$ cat src/rtl/uart_rx_fifo_if.sv
// Byte/handshake bundle between the UART receiver + host side and the receive FIFO.
// master: receiver/host side driving strobes; slave: the FIFO itself.
interface uart_rx_fifo_if #(
  parameter int unsigned AW = 4
);
  logic [7:0]  rx_data;
  logic        rx_done;
  logic        tick_8x;
  logic        rd_en;
  logic        clr_ovr;
  logic [7:0]  rd_data;
  logic        empty;
  logic        full;
  logic        almost_full;
  logic [AW:0] level;
  logic        overrun;
  logic        timeout;

  modport master (
    output rx_data, rx_done, tick_8x, rd_en, clr_ovr,
    input  rd_data, empty, full, almost_full, level, overrun, timeout
  );

  modport slave (
    input  rx_data, rx_done, tick_8x, rd_en, clr_ovr,
    output rd_data, empty, full, almost_full, level, overrun, timeout
  );
endinterface

$ cat src/rtl/uart_rx_fifo.sv
// First-word-fall-through receive FIFO behind the UART receiver, with level/overrun flags.
// Define UART_RX_FIFO_TIMEOUT_EN to build the character-timeout counter; otherwise timeout is 0.
module uart_rx_fifo #(
  parameter int unsigned DEPTH         = 16,
  parameter int unsigned AW            = 4,
  parameter int unsigned AF_LVL        = 12,
  parameter int unsigned TIMEOUT_TICKS = 320
) (
  input logic           clk,
  input logic           rst,
  uart_rx_fifo_if.slave bus
);

  localparam int unsigned LW = AW + 1;

  logic [7:0]    mem [DEPTH];
  logic [AW-1:0] wp;
  logic [AW-1:0] rp;
  logic [LW-1:0] level_q;
  logic [LW-1:0] level_nxt;
  logic          empty_q;
  logic          full_q;
  logic          af_q;
  logic          ovr_q;
  logic          push;
  logic          pop;
  logic          drop;

  // Full with a concurrent pop still accepts the byte: the pop frees the slot.
  always_comb begin
    push      = bus.rx_done && (!full_q || bus.rd_en);
    pop       = bus.rd_en && !empty_q;
    drop      = bus.rx_done && full_q && !bus.rd_en;
    level_nxt = level_q;
    if (push && !pop) begin
      level_nxt = level_q + LW'(1);
    end else if (pop && !push) begin
      level_nxt = level_q - LW'(1);
    end
  end

  // Storage is intentionally not reset.
  always_ff @(posedge clk) begin
    if (push) begin
      mem[wp] <= bus.rx_data;
    end
  end

  // Pointers, level and flags; flags are registered from the next level so they never glitch.
  always_ff @(posedge clk or posedge rst) begin
    if (rst) begin
      wp      <= '0;
      rp      <= '0;
      level_q <= '0;
      empty_q <= 1'b1;
      full_q  <= 1'b0;
      af_q    <= (AF_LVL == 0);
      ovr_q   <= 1'b0;
    end else begin
      if (push) begin
        wp <= wp + AW'(1);
      end
      if (pop) begin
        rp <= rp + AW'(1);
      end
      level_q <= level_nxt;
      empty_q <= (level_nxt == '0);
      full_q  <= (level_nxt == LW'(DEPTH));
      af_q    <= (level_nxt >= LW'(AF_LVL));
      if (drop) begin
        ovr_q <= 1'b1;
      end else if (bus.clr_ovr) begin
        ovr_q <= 1'b0;
      end
    end
  end

  assign bus.rd_data     = mem[rp];
  assign bus.level       = level_q;
  assign bus.empty       = empty_q;
  assign bus.full        = full_q;
  assign bus.almost_full = af_q;
  assign bus.overrun     = ovr_q;

`ifdef UART_RX_FIFO_TIMEOUT_EN
  localparam int unsigned TW = (TIMEOUT_TICKS < 512) ? 9 : $clog2(TIMEOUT_TICKS + 1);

  logic [TW-1:0] to_cnt;
  logic [TW-1:0] to_cnt_nxt;
  logic          to_q;

  // Idle-time counter saturating at the threshold; any FIFO activity or emptiness restarts it.
  always_comb begin
    to_cnt_nxt = to_cnt;
    if (push || pop || empty_q) begin
      to_cnt_nxt = '0;
    end else if (bus.tick_8x && (to_cnt != TW'(TIMEOUT_TICKS))) begin
      to_cnt_nxt = to_cnt + TW'(1);
    end
  end

  always_ff @(posedge clk or posedge rst) begin
    if (rst) begin
      to_cnt <= '0;
      to_q   <= 1'b0;
    end else begin
      to_cnt <= to_cnt_nxt;
      to_q   <= (to_cnt_nxt == TW'(TIMEOUT_TICKS)) && (level_nxt != '0);
    end
  end

  assign bus.timeout = to_q;
`else
  wire unused_tick = bus.tick_8x;

  assign bus.timeout = 1'b0;
`endif

endmodule
$ cat src/flat_wrapper.sv
// flat-port wrapper written by rule: the top's interface ports become plain ports
module uart_rx_fifo_flat 
#(
  parameter int unsigned DEPTH         = 16,
  parameter int unsigned AW            = 4,
  parameter int unsigned AF_LVL        = 12,
  parameter int unsigned TIMEOUT_TICKS = 320
)
  (clk, rst, bus_rx_data, bus_rx_done, bus_tick_8x, bus_rd_en, bus_clr_ovr, bus_rd_data, bus_empty, bus_full, bus_almost_full, bus_level, bus_overrun, bus_timeout);
  uart_rx_fifo_if #(.AW(AW)) bus_i ();
  input logic clk;
  input logic rst;
  input wire logic [$bits(bus_i.rx_data)-1:0] bus_rx_data;
  input wire logic [$bits(bus_i.rx_done)-1:0] bus_rx_done;
  input wire logic [$bits(bus_i.tick_8x)-1:0] bus_tick_8x;
  input wire logic [$bits(bus_i.rd_en)-1:0] bus_rd_en;
  input wire logic [$bits(bus_i.clr_ovr)-1:0] bus_clr_ovr;
  output wire logic [$bits(bus_i.rd_data)-1:0] bus_rd_data;
  output wire logic [$bits(bus_i.empty)-1:0] bus_empty;
  output wire logic [$bits(bus_i.full)-1:0] bus_full;
  output wire logic [$bits(bus_i.almost_full)-1:0] bus_almost_full;
  output wire logic [$bits(bus_i.level)-1:0] bus_level;
  output wire logic [$bits(bus_i.overrun)-1:0] bus_overrun;
  output wire logic [$bits(bus_i.timeout)-1:0] bus_timeout;
  assign bus_i.rx_data = bus_rx_data;
  assign bus_i.rx_done = bus_rx_done;
  assign bus_i.tick_8x = bus_tick_8x;
  assign bus_i.rd_en = bus_rd_en;
  assign bus_i.clr_ovr = bus_clr_ovr;
  assign bus_rd_data = bus_i.rd_data;
  assign bus_empty = bus_i.empty;
  assign bus_full = bus_i.full;
  assign bus_almost_full = bus_i.almost_full;
  assign bus_level = bus_i.level;
  assign bus_overrun = bus_i.overrun;
  assign bus_timeout = bus_i.timeout;
  uart_rx_fifo #(.DEPTH(DEPTH), .AW(AW), .AF_LVL(AF_LVL), .TIMEOUT_TICKS(TIMEOUT_TICKS)) u_core (.clk(clk), .rst(rst), .bus(bus_i));
endmodule
$ cat config.mk
export PLATFORM = sky130hd
export DESIGN_NAME = uart_rx_fifo_flat
export DESIGN_NICKNAME = d
export VERILOG_FILES = /design/src/rtl/uart_rx_fifo_if.sv /design/src/rtl/uart_rx_fifo.sv /design/src/flat_wrapper.sv
export SDC_FILE = /design/constraint.sdc
export NUM_CORES = 1
export LEC_CHECK = 0
export ABC_AREA = 1
export CORE_MARGIN = 8
export CORE_UTILIZATION = 64
export DETAILED_ROUTE_END_ITERATION = 8
export PLACE_DENSITY = 0.84
export SYNTH_ARGS = -nofsm -noshare
export SYNTH_HDL_FRONTEND = slang
export SYNTH_SLANG_ARGS = --single-unit
$ cat constraint.sdc
create_clock -name clk -period 3.15 [get_ports clk]
set_input_delay 0.315 -clock clk [delete_from_list [all_inputs] [get_ports clk]]
set_output_delay 0.315 -clock clk [all_outputs]
set_load 0.05 [all_outputs]
---- After elaboration in Yosys (flattened, before gate mapping) ----
Memory sizes are Yosys's and may differ from the RTL's.
Cells that the tools add are included.
W data, S select, Z words.
cells by class
  add/sub/neg operators ................... 4
  magnitude comparators ................... 1
  eq/ne operators ......................... 1
  multiplexer cells ....................... 6
  reductions and logical operators ........ 14
operator list
  kind                   number
  $mux W5                2
  $add A4 B1 Y4 const B  2
  $logic_and A1 B1 Y1    6
  $add A5 B1 Y5 const B  1
  $eq A5 B5 Y1 const B   1
  $ge A5 B4 Y1 const B   1
  $logic_not A1 Y1       5
  $logic_not A5 Y1       1
  $sub A5 B1 Y5 const B  1
  $mux W1                4
  $reduce_bool A2 Y1     1
  $logic_or A1 B1 Y1     1
word-level totals
  register bits after elaboration ......... 17
  RAM bits ................................ 128
  input bits .............................. 14
  output and inout port bits .............. 18
  logic and storage cells ................. 34
  memories ................................ 1
memories
  name        depth  width  rd ports  clocked after memory_dff  wr ports  RTL line            RTL
  u_core.mem  16     8      1         0                         1         uart_rx_fifo.sv:16  logic [7:0] mem [DEPTH];

---- Longest topological paths before layout ----
Gate-level depths: netlist (run 1).
  depth after elaboration ................. 8
  gate-level depth with buffers ........... 10
  mapped depth without buffers ............ 10

---- Worst setup path before layout (run 1) ----
No wires, ideal clock.
  kind .................................... reg2reg
  start ................................... register u_core.full_q, in the netlist u_core.bus.full
  end ..................................... memory u_core.mem[11][0], enable pin
  library setup time ...................... 0.370 ns
  data arrival time ....................... 1.436 ns
  data required time ...................... 2.780 ns
  setup slack ............................. 1.344 ns
  cell stages (with the launch flop) ...... 6
  path buffers ............................ 0
  period minus slack after synthesis ...... 1.806 ns
  cells stage by stage .................... dfrtp_1 nand2_2 nand2_1 inv_2 nand2_1 nor2_1
on the way
  word-level cells in the longest chain between the ends .. 5
ends and longest elaborated chain
  item                           RTL line            RTL
  start: declaration             uart_rx_fifo.sv:22  logic full_q;
  start signal: assignment       uart_rx_fifo.sv:68  full_q <= (level_nxt == LW'(DEPTH));
  $logic_not A1 Y1               uart_rx_fifo.sv:31  push = bus.rx_done && (!full_q || bus.rd_en);
  $logic_or A1 B1 Y1             uart_rx_fifo.sv:31
  $logic_and A1 B1 Y1            uart_rx_fifo.sv:31
  $mux W1                        uart_rx_fifo.sv:44  if (push) begin
  $mux W1 (not written as such)  uart_rx_fifo.sv:45  mem[wp] <= bus.rx_data;
  end: declaration               uart_rx_fifo.sv:16
Every way passes these cells.

---- Worst setup path after layout (run 1) ----
  start ................................... register u_core.rp[0]
  end ..................................... output port bus_rd_data[3]
on the way
  word-level cells in the longest chain between the ends .. 1
ends and longest elaborated chain
  item                      RTL line            RTL
  start: declaration        uart_rx_fifo.sv:18  logic [AW-1:0] rp;
  start signal: assignment  uart_rx_fifo.sv:64  rp <= rp + AW'(1);
  $mem_v2 Z16 W8            -
  end: declaration          flat_wrapper.sv:18  output wire logic [$bits(bus_i.rd_data)-1:0] bus_rd_data;
Every way passes these cells.

==> results.md, run 1 <==
* Number of global-route vias before repair at 3979
* First-pass GRT wire length at about 22 mm
* Cell Area, Placed at 6390 um^2
* Core area at roughly 9200 um^2
* Sequential share of the synthesized area at 0.711
* Most common cell after layout, fill and taps aside: edfxtp_1
* Peak Freq at ~0.33 GHz
* Hold crit path type: input port to asynchronous set/reset pin
* Slew headroom at 0.460
* Worst setup path class: flip-flop to output pin
* Min Tclk post-route at ~3 ns
* Reg area at between 4000 and 5000 um^2
* P_leak at around 2.5 nW
* Initial DRC Count at approximately 550
* Critical Path AT at roughly 2.7 ns
* CP endpoint kind: output pin
* Die area at 12700 um^2
* Fillers at 536
* Number of synthesized register bits at around 150
* Multi-input logic area at 1510 um^2
* Setup violators final at 0
* I/O pin count at 32
* Most frequent cells in the layout: edfxtp_1, nor2_1, o21ai_0
* Post-route cell area at 6960 um^2
* Final max-slew violation count at 0
* Final WS setup at 0.161 ns
* CP startpoint: u_core.rp[0]
* Yosys warning count at 0
* Cell taking the most area after synthesis: edfxtp_1
* CTS tree: yes
* H-tree levels at 4
* Reg-to-reg endpoint: u_core.mem[15][7]
* CTS Buffer Depth at 2
* Reg clk slew, reported paths at approximately 0.060 ns
* Remaining Overflow, GRT at 0
* Largest net degree at the start of global routing at 44
* Power Dens Cells at 1030 nW/um^2
* Status: finished, final reports clean
* Residual DRC at 0
* Initial antenna violation count at 0
* FP Rows at 35
* Maximum vdd ir drop at a little over 800 uV
* Nature of the critical path startpoint: flip-flop
* Clk Tree Root Cell: clkbuf_8
* Fin crit share at 0.949
* Num CTS Buffers at 17
* Starting Density at 0.653
* Hold Vio Cnt, Final at 0
* # nets final at 540
* Worst Reg-to-Reg Cells at 5
* Die Y at between 100 and 150 um
* Total routed wirelength at 13.9 mm
* Clock Sinks at 145
* MaxCap Viol Count at 0
* Share of the synthesized area in the top cell type at 0.640
* Routed via count at 4098
* Post-CTS Setup Repair Bufs at 0
* Mapped Cells at between 400 and 500
* Antenna viol nets, final at 0
* Setup WS pre-CTS at between 0.6 and 0.7 ns
* Worst path required time at 2.83 ns
* Area grow syn2layout at 15.8%
* Input/output buffers at 29
* Syn Area/Cell at roughly 12 um^2
* Drt first pass iters at 5
* RSZ-0062 raised after global routing: false
* DIE WIDTH at around 110 um
* Synth top area cells: edfxtp_1, dfrtp_1, o21ai_0
* GRT Util Overall at 0.225
* Final GP Congestion at 0.773
* Worst flop-to-flop path startpoint: u_core.bus.full
* Clk Latency, worst-skew pair at 0.53 ns
* Fraction of layout cells with a size suffix above 1 at 0.120
* Post-synthesis cell type count at 29
* Post-DR vias/cell at roughly 6.4
* Reg2Reg Setup Slack at approximately 1.2 ns
* Post-synth design cell area at 6010 um^2
* Hpwl dp at approximately 8.1 mm
* N_diodes at 0
* Post-route setup TNS at 0 ns
* Synth Net Count at between 500 and 600
* Max FO, Critical Path at 43
* Routed WL per cell at between 20 and 25 um
* Worst Max-Slew Pin Slew at roughly 0.81 ns
* Worst clock skew at roughly 0.0069 ns
metrics by stage:
stage               total power [W]  hold slack (ns)  utilization  std cells
finish                      0.00718            0.224        0.756        643
global route                0.00748            0.309        0.756        643
CTS                         0.00714            0.239        0.756        643
detailed placement          0.00524            0.538        0.695        611
global placement            0.00513            0.526        0.695        611
floorplan                   0.00438            0.240            -        485
cells by family (layout without fill, tap and decap cells):
| group | count (synthesis) | in the layout | synth area share |
|---|---|---|---|
| and+or+nand+nor | 156 | 156 | 0.110 |
| DFF | 145 | 145 | 0.711 |
| AOI/OAI and AO/OA | 111 | 111 | 0.111 |
| buffers and inverters | 54 | 101 | 0.0379 |
| xor gates and xnor gates | 11 | 11 | 0.0160 |
| adders and majority gates | 7 | 7 | 0.0146 |
| other | 1 | 1 | 0.000624 |
state kept, by name (all words and copies together) (netlist names):
signal / cells
u_core.mem: 128
u_core.rp: 4
u_core.bus.level: 5
u_core.bus.almost_full: 1
u_core.wp: 4
u_core.bus.overrun: 1
u_core.bus.empty: 1
u_core.bus.full: 1
how the worst max path moves through the flow:
stage | to | slack, ns | depth (start not counted)
6_report | bus_rd_data[3] | 0.16 | 7
5_1_grt | bus_rd_data[3] | 0.05 | 7
4_1_cts | bus_rd_data[3] | 0.18 | 7
3_5_place_dp | u_core.mem[11][3] | 0.68 | 7
3_3_place_gp | u_core.mem[11][3] | 0.74 | 7
2_1_floorplan | u_core.mem[11][0] | 1.34 | 5
power by group:
| part | internal (W) | leakage, nW | total, W | switching, W |
|---|---|---|---|---|
| logic | 0.000797 | 0.860 | 0.00272 | 0.00192 |
| clock network | 0.00112 | 0.266 | 0.00189 | 0.000766 |
| registers | 0.00236 | 1.36 | 0.00258 | 0.000215 |
what timing repair did:
| item | CTS | global route |
|---|---|---|
| resized for setup | 0 | 1 |
| hold buffers | 0 | 0 |
| endpoints found under the setup margin | 0 | 1 |
| endpoints found under the hold margin | 0 | 0 |
layout make-up:
cell class	instances	share of cell area
Sequential cell	145	0.614
Multi-Input combinational cell	286	0.217
Clock buffer	18	0.0601
Timing Repair Buffer	40	0.0525
Clock inverter	14	0.0201
Tap cell	111	0.0200
Inverter	29	0.0157
Yosys cell counts:
| cell type | instances |
|---|---|
| edfxtp_1 | 128 |
| nor2_1 | 84 |
| o21ai_0 | 63 |
| nand2_1 | 41 |
| inv_1 | 22 |
| o221ai_1 | 20 |
| nand3_1 | 19 |
| dfrtp_1 | 16 |
| buf_2 | 13 |
| o211ai_1 | 13 |
| xor2_1 | 10 |
| o21ai_1 | 9 |
| clkbuf_1 | 7 |
| ha_1 | 7 |
| inv_2 | 6 |
| a21oi_1 | 5 |
| clkbuf_2 | 4 |
| nand2_2 | 3 |
| nand4_1 | 3 |
| nand3_2 | 2 |
| nor2_2 | 2 |
| buf_4 | 1 |
| clkinv_1 | 1 |
| conb_1 | 1 |
| dfstp_2 | 1 |
| nand3_4 | 1 |
| o22ai_1 | 1 |
| or2_0 | 1 |
| xnor2_1 | 1 |
routing by layer:
layer | global-route usage | part of all wire
met5 | 0 | 0
met4 | 0.113 | 0.031
met3 | 0.0639 | 0.098
met2 | 0.355 | 0.48
met1 | 0.281 | 0.39
worst max-delay path, stage by stage (launching register included):
cell      delay (ns)
dfrtp_4         0.67
inv_2           0.11
buf_4           0.32
o21ai_0         0.17
o221ai_1        0.31
nand3_1         0.20
nand2_1         0.15
buf_4           0.21
No activity file was read; power rests on OpenSTA's default activity.
==> run 2: changes to the inputs <==
- HOLD_SLACK_MARGIN: not set -> 0.02
==> results of run 2 <==
Final layout, timing and power as in run 1 (identical DEF).
==> run 3: changes to the inputs <==
- CTS_CLUSTER_DIAMETER: not set -> 40
==> results of run 3 <==
Final layout, timing and power as in run 1 (identical DEF).
